--- src/rtl/md_unit_pkg.sv ---
// md_unit_pkg: shared definitions for the multiply/divide unit.
//   md_state_e  : FSM encodings MD_IDLE / MD_CALC / MD_FIX
//   MD_ITER     : radix-2 steps per operation
//   MD_DIV0_LO  : LO value written on divide by zero
//   md_op_t     : per-operation flags captured at launch
package md_unit_pkg;

  typedef enum logic [1:0] {
    MD_IDLE = 2'd0,
    MD_CALC = 2'd1,
    MD_FIX  = 2'd2
  } md_state_e;

  localparam int          MD_ITER    = 32;
  localparam logic [31:0] MD_DIV0_LO = 32'hFFFF_FFFF;

  // sa/sb are already qualified with "signed op", so the fix-up stage can
  // use them directly without looking at the unsigned flag again.
  typedef struct packed {
    logic is_mult;
    logic sa;
    logic sb;
    logic div0;
  } md_op_t;

endpackage

--- src/rtl/md_negate.sv ---
// md_negate: conditional two's-complement negate.
//   neg  : 1 = output -din, 0 = pass din through
//   din  : W-bit input
//   dout : W-bit result
// Used for operand magnitudes at launch and for sign fix-up of results.
module md_negate #(
  parameter int W = 32
) (
  input  logic         neg,
  input  logic [W-1:0] din,
  output logic [W-1:0] dout
);

  assign dout = neg ? (~din + W'(1)) : din;

endmodule

--- src/rtl/md_unit.sv ---
// md_unit: iterative MULT/MULTU/DIV/DIVU unit with HI/LO registers.
//   clk, rst     : clock, synchronous active-high reset
//   start        : launch request (ignored while busy)
//   is_mult      : 1 = multiply, 0 = divide
//   is_unsigned  : 1 = unsigned operation
//   op_a, op_b   : multiplicand/dividend, multiplier/divisor
//   rd_is_hi     : read select for rd_data (1 = HI, 0 = LO)
//   rd_data      : combinational HI/LO read
//   busy         : operation in flight
//   done         : one-cycle pulse when HI/LO first show the new result
// Optional feature macro: MD_EARLY_OUT_EN -- multiplies finish as soon as
// the remaining multiplier bits are all zero.
module md_unit
  import md_unit_pkg::*;
#(
  parameter int WIDTH = 32
) (
  input  logic             clk,
  input  logic             rst,
  input  logic             start,
  input  logic             is_mult,
  input  logic             is_unsigned,
  input  logic [WIDTH-1:0] op_a,
  input  logic [WIDTH-1:0] op_b,
  input  logic             rd_is_hi,
  output logic [WIDTH-1:0] rd_data,
  output logic             busy,
  output logic             done
);

  md_state_e          state_q;
  md_op_t             op_q;
  logic [WIDTH-1:0]   a_q;      // multiplicand, or dividend bits still to shift in
  logic [WIDTH-1:0]   b_q;      // remaining multiplier bits, or divisor
  logic [2*WIDTH-1:0] acc_q;    // mult: {partial hi, product lo}; div: {rem, quo}
  logic [5:0]         cnt_q;
  logic [WIDTH-1:0]   hi_q, lo_q;
  logic               busy_q, done_q;

  // ---------------- operand magnitudes at launch ----------------
  logic             sa_in, sb_in;
  logic [WIDTH-1:0] a_mag, b_mag;

  assign sa_in = ~is_unsigned & op_a[WIDTH-1];
  assign sb_in = ~is_unsigned & op_b[WIDTH-1];

  md_negate #(.W(WIDTH)) u_abs_a (.neg(sa_in), .din(op_a), .dout(a_mag));
  md_negate #(.W(WIDTH)) u_abs_b (.neg(sb_in), .din(op_b), .dout(b_mag));

  // ---------------- one radix-2 step ----------------
  // Multiply: add multiplicand into the upper half when the multiplier LSB
  // is set, then shift the 65-bit {carry, acc} right by one.
  logic [WIDTH:0]     mul_sum;
  logic [2*WIDTH-1:0] mul_next;

  assign mul_sum  = {1'b0, acc_q[2*WIDTH-1:WIDTH]} + (b_q[0] ? {1'b0, a_q} : '0);
  assign mul_next = {mul_sum, acc_q[WIDTH-1:1]};

  // Divide: shift the next dividend bit into the remainder and trial
  // subtract. The remainder is always < divisor, so the shifted value fits
  // in WIDTH+1 bits and a restore never needs its top bit.
  logic [WIDTH:0]     rem_sh, trial;
  logic [2*WIDTH-1:0] div_next;

  assign rem_sh   = {acc_q[2*WIDTH-1:WIDTH], a_q[WIDTH-1]};
  assign trial    = rem_sh - {1'b0, b_q};
  assign div_next = trial[WIDTH] ? {rem_sh[WIDTH-1:0], acc_q[WIDTH-2:0], 1'b0}
                                 : {trial[WIDTH-1:0],  acc_q[WIDTH-2:0], 1'b1};

  // ---------------- early-out ----------------
  // When no multiplier bits remain, the outstanding steps would only shift,
  // so do all of those shifts at once and finish.
  logic               eo_hit;
  logic [2*WIDTH-1:0] eo_acc;

`ifdef MD_EARLY_OUT_EN
  assign eo_hit = op_q.is_mult && (b_q == '0);
  assign eo_acc = acc_q >> (7'(MD_ITER) - {1'b0, cnt_q});
`else
  assign eo_hit = 1'b0;
  assign eo_acc = acc_q;
`endif

  // ---------------- sign fix-up ----------------
  logic [2*WIDTH-1:0] prod_fix;
  logic [WIDTH-1:0]   quo_fix, rem_fix;

  md_negate #(.W(2*WIDTH)) u_fix_prod (
    .neg(op_q.sa ^ op_q.sb), .din(acc_q), .dout(prod_fix));
  md_negate #(.W(WIDTH)) u_fix_quo (
    .neg(op_q.sa ^ op_q.sb), .din(acc_q[WIDTH-1:0]), .dout(quo_fix));
  // Remainder takes the dividend's sign. On divide by zero the remainder
  // equals |op_a|, so this also reproduces op_a in HI.
  md_negate #(.W(WIDTH)) u_fix_rem (
    .neg(op_q.sa), .din(acc_q[2*WIDTH-1:WIDTH]), .dout(rem_fix));

  // ---------------- FSM ----------------
  always_ff @(posedge clk) begin
    if (rst) begin
      state_q <= MD_IDLE;
      op_q    <= '0;
      a_q     <= '0;
      b_q     <= '0;
      acc_q   <= '0;
      cnt_q   <= '0;
      hi_q    <= '0;
      lo_q    <= '0;
      busy_q  <= 1'b0;
      done_q  <= 1'b0;
    end else begin
      done_q <= 1'b0;
      case (state_q)
        MD_IDLE: begin
          // busy is always low in IDLE, so start alone launches
          if (start) begin
            a_q          <= a_mag;
            b_q          <= b_mag;
            op_q.is_mult <= is_mult;
            op_q.sa      <= sa_in;
            op_q.sb      <= sb_in;
            op_q.div0    <= (op_b == '0);
            acc_q        <= '0;
            cnt_q        <= '0;
            busy_q       <= 1'b1;
            state_q      <= MD_CALC;
          end
        end
        MD_CALC: begin
          if (eo_hit) begin
            acc_q   <= eo_acc;
            state_q <= MD_FIX;
          end else begin
            cnt_q <= cnt_q + 6'd1;
            if (op_q.is_mult) begin
              acc_q <= mul_next;
              b_q   <= b_q >> 1;
            end else begin
              acc_q <= div_next;
              a_q   <= a_q << 1;
            end
            if (cnt_q == 6'(MD_ITER - 1))
              state_q <= MD_FIX;
          end
        end
        MD_FIX: begin
          if (op_q.is_mult) begin
            hi_q <= prod_fix[2*WIDTH-1:WIDTH];
            lo_q <= prod_fix[WIDTH-1:0];
          end else begin
            hi_q <= rem_fix;
            lo_q <= op_q.div0 ? WIDTH'(MD_DIV0_LO) : quo_fix;
          end
          done_q  <= 1'b1;
          busy_q  <= 1'b0;
          state_q <= MD_IDLE;
        end
        default: state_q <= MD_IDLE;
      endcase
    end
  end

  assign rd_data = rd_is_hi ? hi_q : lo_q;
  assign busy    = busy_q;
  assign done    = done_q;

endmodule

--- config.mk ---
export PLATFORM = sky130hd
export DESIGN_NAME = md_unit
export DESIGN_NICKNAME = d
export VERILOG_FILES = /design/src/rtl/md_unit_pkg.sv /design/src/rtl/md_negate.sv /design/src/rtl/md_unit.sv
export SDC_FILE = /design/constraint.sdc
export NUM_CORES = 1
export LEC_CHECK = 0
export ABC_CLOCK_PERIOD_IN_PS = 5000
export CORE_MARGIN = 5
export CORE_UTILIZATION = 55
export CTS_BUF_LIST = sky130_fd_sc_hd__clkbuf_2 sky130_fd_sc_hd__clkbuf_4 sky130_fd_sc_hd__clkbuf_8
export DETAILED_ROUTE_END_ITERATION = 7
export HOLD_SLACK_MARGIN = 0.02
export PLACE_DENSITY = 0.75
export SETUP_SLACK_MARGIN = 0.02
export SYNTH_ARGS = -nofsm -noshare
export SYNTH_HDL_FRONTEND = slang
export SYNTH_SLANG_ARGS = --single-unit
--- constraint.sdc ---
create_clock -name clk -period 5 [get_ports clk]
set_clock_uncertainty 0.2 [all_clocks]
set_input_delay 1.25 -clock clk [delete_from_list [all_inputs] [get_ports clk]]
set_output_delay 1.25 -clock clk [all_outputs]
set_load 0.005 [all_outputs]
==> run summary <==
The detailed-route via count is 14900, and the fraction of synthesized cell area in xor and xnor cells is 9.384%. TritonCTS built the clock tree. The fraction of synthesized area in multiplexers was 5.899%; the share of layout cells above drive strength 1 was 9.126%. For this block, the initial DRC count from the detailed router was 1276.

The first TritonRoute pass finished after 5 iterations. Starting density of the core: 55.35%. On the critical path, the stage with the largest delay is an instance of sky130_fd_sc_hd__clkdlybuf4s50_1. In this run the critical register-to-register path is captured at acc_q[41]$_SDFFE_PP0P_. Predominant post-synthesis flop cell: sky130_fd_sc_hd__dfxtp_1. Total congestion overflow after global routing: 0.

The critical path's top delay family was buffers and inverters. The die extent in y was 176.8 µm. The path with the worst hold slack has its endpoint at hi_q[21]$_SDFFE_PP0P_. The tools report the placer congestion estimate as 0.9842.

Summing the areas of all and, or, nand and nor instances in the mapped netlist gives 19.85% of the synthesized area. Number of buffers on the longest clock path: 3. By area, the combinational part of the netlist is dominated by compound AO/OA/AOI/OAI gates.

The final total negative setup slack came out at 0 ns. Global routing consumed, over all layers together, 28.43% of the routing resources. The maximum single-stage delay on the critical path works out to 0.49 ns.

Once detail routing completed, the nets flagged for antenna violations numbered 0. After technology mapping, the gate count stands at 1995. The number of nets produced by synthesis is 2137. The area share of the leading cell type in the synthesized netlist is 26.97%. The period utilization was 88.07%; the post-layout worst setup margin was 0.5965 ns. Using the TritonRoute via totals, the vias-per-cell ratio works out to 6.084.

The tools report the sum of internal, switching and leakage power as 7.090 mW. The run gives 38 as the number of CTS-inserted buffers. The class of the most critical setup path is input pin to output port. Across the run, the number of max-cap violations was 0.

Measured along the x axis, the die boundary spans 176.8 µm. Measured in cells, the most critical reg-to-reg path has a length of 12. The final layout contains routed wiring with a total length of 45.59 mm.

Startpoint type of the worst setup path: an input pin. The final instance area is 17420 µm², and the transition time of the tightest slew-check pin is 1.025 ns. The logs give 0.65 ns for the worst reg-to-reg setup slack and 10440 µm² for the multi-input gate area in the final layout. The tools report the hold path startpoint as hi_q[21]$_SDFFE_PP0P_. The final period demand of the worst path is 4.403 ns, and the full die area is 31240 µm².

The antenna diode instance count is 0, and the placed instance area is 16610 µm². Yosys attributes the largest share of cell area to sky130_fd_sc_hd__dfxtp_1 27%, sky130_fd_sc_hd__nor2_1 7.3%, sky130_fd_sc_hd__a21oi_1 6.2%, sky130_fd_sc_hd__ha_1 5.7%, sky130_fd_sc_hd__a211oi_1 5.0%. The run gives 0.2271 GHz as the achievable frequency.

The number of buffers and inverters on the critical path came out at 3. The average wire length per cell after detail routing is 18.62 µm, and the number of resized instances in the post-cts repair step is 0. The clock latency of the later-clocked register in the worst-skew pair was 0.57 ns. The number of enable-type register cells in the synthesized netlist is 0, and the synthesized-area fraction occupied by ao, oa, aoi and oai cells is 26.74%. The cell that appears most often on the critical path is sky130_fd_sc_hd__clkdlybuf4s50_1. The quantity of hold-fixing buffers added after cts came out at 0. Entering global routing, the biggest net connects 116 pins. The adder and majority gate portion of the synthesized area came out at 5.989%. The H-tree generated during clock tree synthesis spans 2 levels. At the end of the flow the core is filled with cells to 63.06%. The clock drives 206 sinks.

In the synthesized netlist, the cells that appear most often are 296 x sky130_fd_sc_hd__nor2_1, 206 x sky130_fd_sc_hd__dfxtp_1, 189 x sky130_fd_sc_hd__a21oi_1. The run finished with clean final reports. The clock edge transition at the registers on the reported setup and hold paths was 0.07 ns. The sequential cells in the finished layout cover a total of 4125 µm².

Register area share after synthesis: 26.97%. The Yosys step of the flow raised 0 warnings. The static leakage was 6.662 nW; the area growth from synthesis to layout was 13.92%. After the flow finishes, the layout carries non-filler instances totaling 2449.

At the placement stage, the worst setup path has a slack of 0.6136 ns. Walking the worst path, the cells encountered are clkdlybuf4s50_1 -> buf_4 -> mux2_2 -> clkdlybuf4s50_1. Setup repair after global routing left no endpoint under its margin.

Buffers added to address setup during post-CTS repair amount to 0. The worst-path maximum fanout was 32; the post-DP HPWL was 34.07 mm. For the number of ports placed on the die boundary, the log shows 104. In this run the clock root is driven by a sky130_fd_sc_hd__clkbuf_8.

The total of fill cells in the finished design came out at 2475. The logs give 0 for the remaining design rule violation count and 0 for the number of setup violations in the final report. The number of antenna violations at the first check in global routing is 0. In this run the critical register-to-register path is launched from acc_q[33]$_SDFFE_PP0P_. In the synthesized netlist the async set-or-reset flop fraction comes to 0%.

The number of max-slew violations in the final report came out at 0. The tools report the final count of hold timing violations as 0. The per-instance average area after synthesis is 7.666 µm². The required time reported for the critical path endpoint came out at 3.55 ns.

For this run, the post-layout net count is 2186. The most frequent cell after synthesis was sky130_fd_sc_hd__nor2_1. The min-delay analysis places its worst path in the category register to register. The final worst hold slack was 0.2528 ns.

The number of global-route vias before repair came out at 13735. In this run the power density over the cells is 406.9 nW/µm². The worst-case IR drop observed on VDD is 0.2016 mV. The endpoint arrival time on the critical path is 2.95 ns. In this run the tightest slew margin relative to its limit is 31.51%. The logs give 27630 µm² for the core region area and 61 for the row count. The count of buffers from port buffering is 103, and the depth of the worst hold-timing path is 2.

The first global-routing pass estimated 72.66 mm of wire. The flip-flop and latch count after synthesis was 206; the number of unique standard cell types used by synthesis was 89. The tools report the endpoint class of the critical path as an output port.

The cell type with the largest total area after synthesis is sky130_fd_sc_hd__dfxtp_1. After synthesis the cells add up to 15290 µm². The number of placed instances, taps included, is 2382.
## sequential cells by signal, summed over array words and instances (netlist names)
name and count:
busy 1, b_q 32, acc_q 64, op_q 4, state_q 2, done 1, hi_q 32, cnt_q 6
lo_q 32, a_q 32
## how the worst max path moves through the flow
stage | startpoint | endpoint | slack, ns | depth (start not counted)
finish | rd_is_hi | rd_data[3] | 0.60 | 4
global route | b_q[0]$_SDFFE_PP0P_ | acc_q[61]$_SDFFE_PP0P_ | 0.39 | 16
CTS | rd_is_hi | rd_data[3] | 0.60 | 4
detailed placement | rd_is_hi | rd_data[3] | 0.61 | 4
global placement | rd_is_hi | rd_data[21] | 0.68 | 4
floorplan | rd_is_hi | rd_data[10] | 1.41 | 3
## worst reg2reg max path: stages, from the launching register on
cell and delay (ns):
sky130_fd_sc_hd__dfxtp_1 0.58, sky130_fd_sc_hd__ha_1 0.36, sky130_fd_sc_hd__nor2b_1 0.18, sky130_fd_sc_hd__o31ai_2 0.38, sky130_fd_sc_hd__a21oi_2 0.15, sky130_fd_sc_hd__o311ai_2 0.52
sky130_fd_sc_hd__a41oi_2 0.26, sky130_fd_sc_hd__o221ai_2 0.32, sky130_fd_sc_hd__xnor2_4 0.32, sky130_fd_sc_hd__buf_4 0.35, sky130_fd_sc_hd__buf_4 0.26, sky130_fd_sc_hd__mux2i_1 0.22
sky130_fd_sc_hd__o21ai_0 0.08
## final cells by class
class	instances	area share [%]
Inverter	68	1.465
Multi-Input combinational cell	1591	59.94
Clock inverter	3	0.1364
Clock buffer	64	4.517
Timing Repair Buffer	139	7.548
Tap cell	378	2.715
Sequential cell	206	23.68
## placed cells by master, fill, tap and decap left out, drive strengths merged, types with 70 or more instances in the layout
master,instances
ha,70
xor2,76
nand2,125
a211oi,103
nor2,297
clkdlybuf4s50,102
a21oi,194
dfxtp,206
o21ai,98
xnor2,87
## per-layer routing
layer	GRT usage, %	share of wire [%]	vias up
met1	40.12	45	6938
met3	5.725	7.9	116
met2	43.27	44	524
met4	10.09	3.5	0
met5	0	0	-
li1	-	-	7322
## power breakdown
part	switching, mW	total (mW)	leakage (nW)	internal (mW)
Sequential	0.184	1.94	1.67	1.75
Clock	0.735	1.72	0.431	0.990
Combinational	2.03	3.43	4.56	1.40
## kinds of logic after synthesis
family,Yosys count
flops,206
xor+xnor,163
mux,86
fa+ha+maj,72
compound gates,624
buf+inv,198
simple gates,646
No activity file was read; power rests on OpenSTA's default activity.
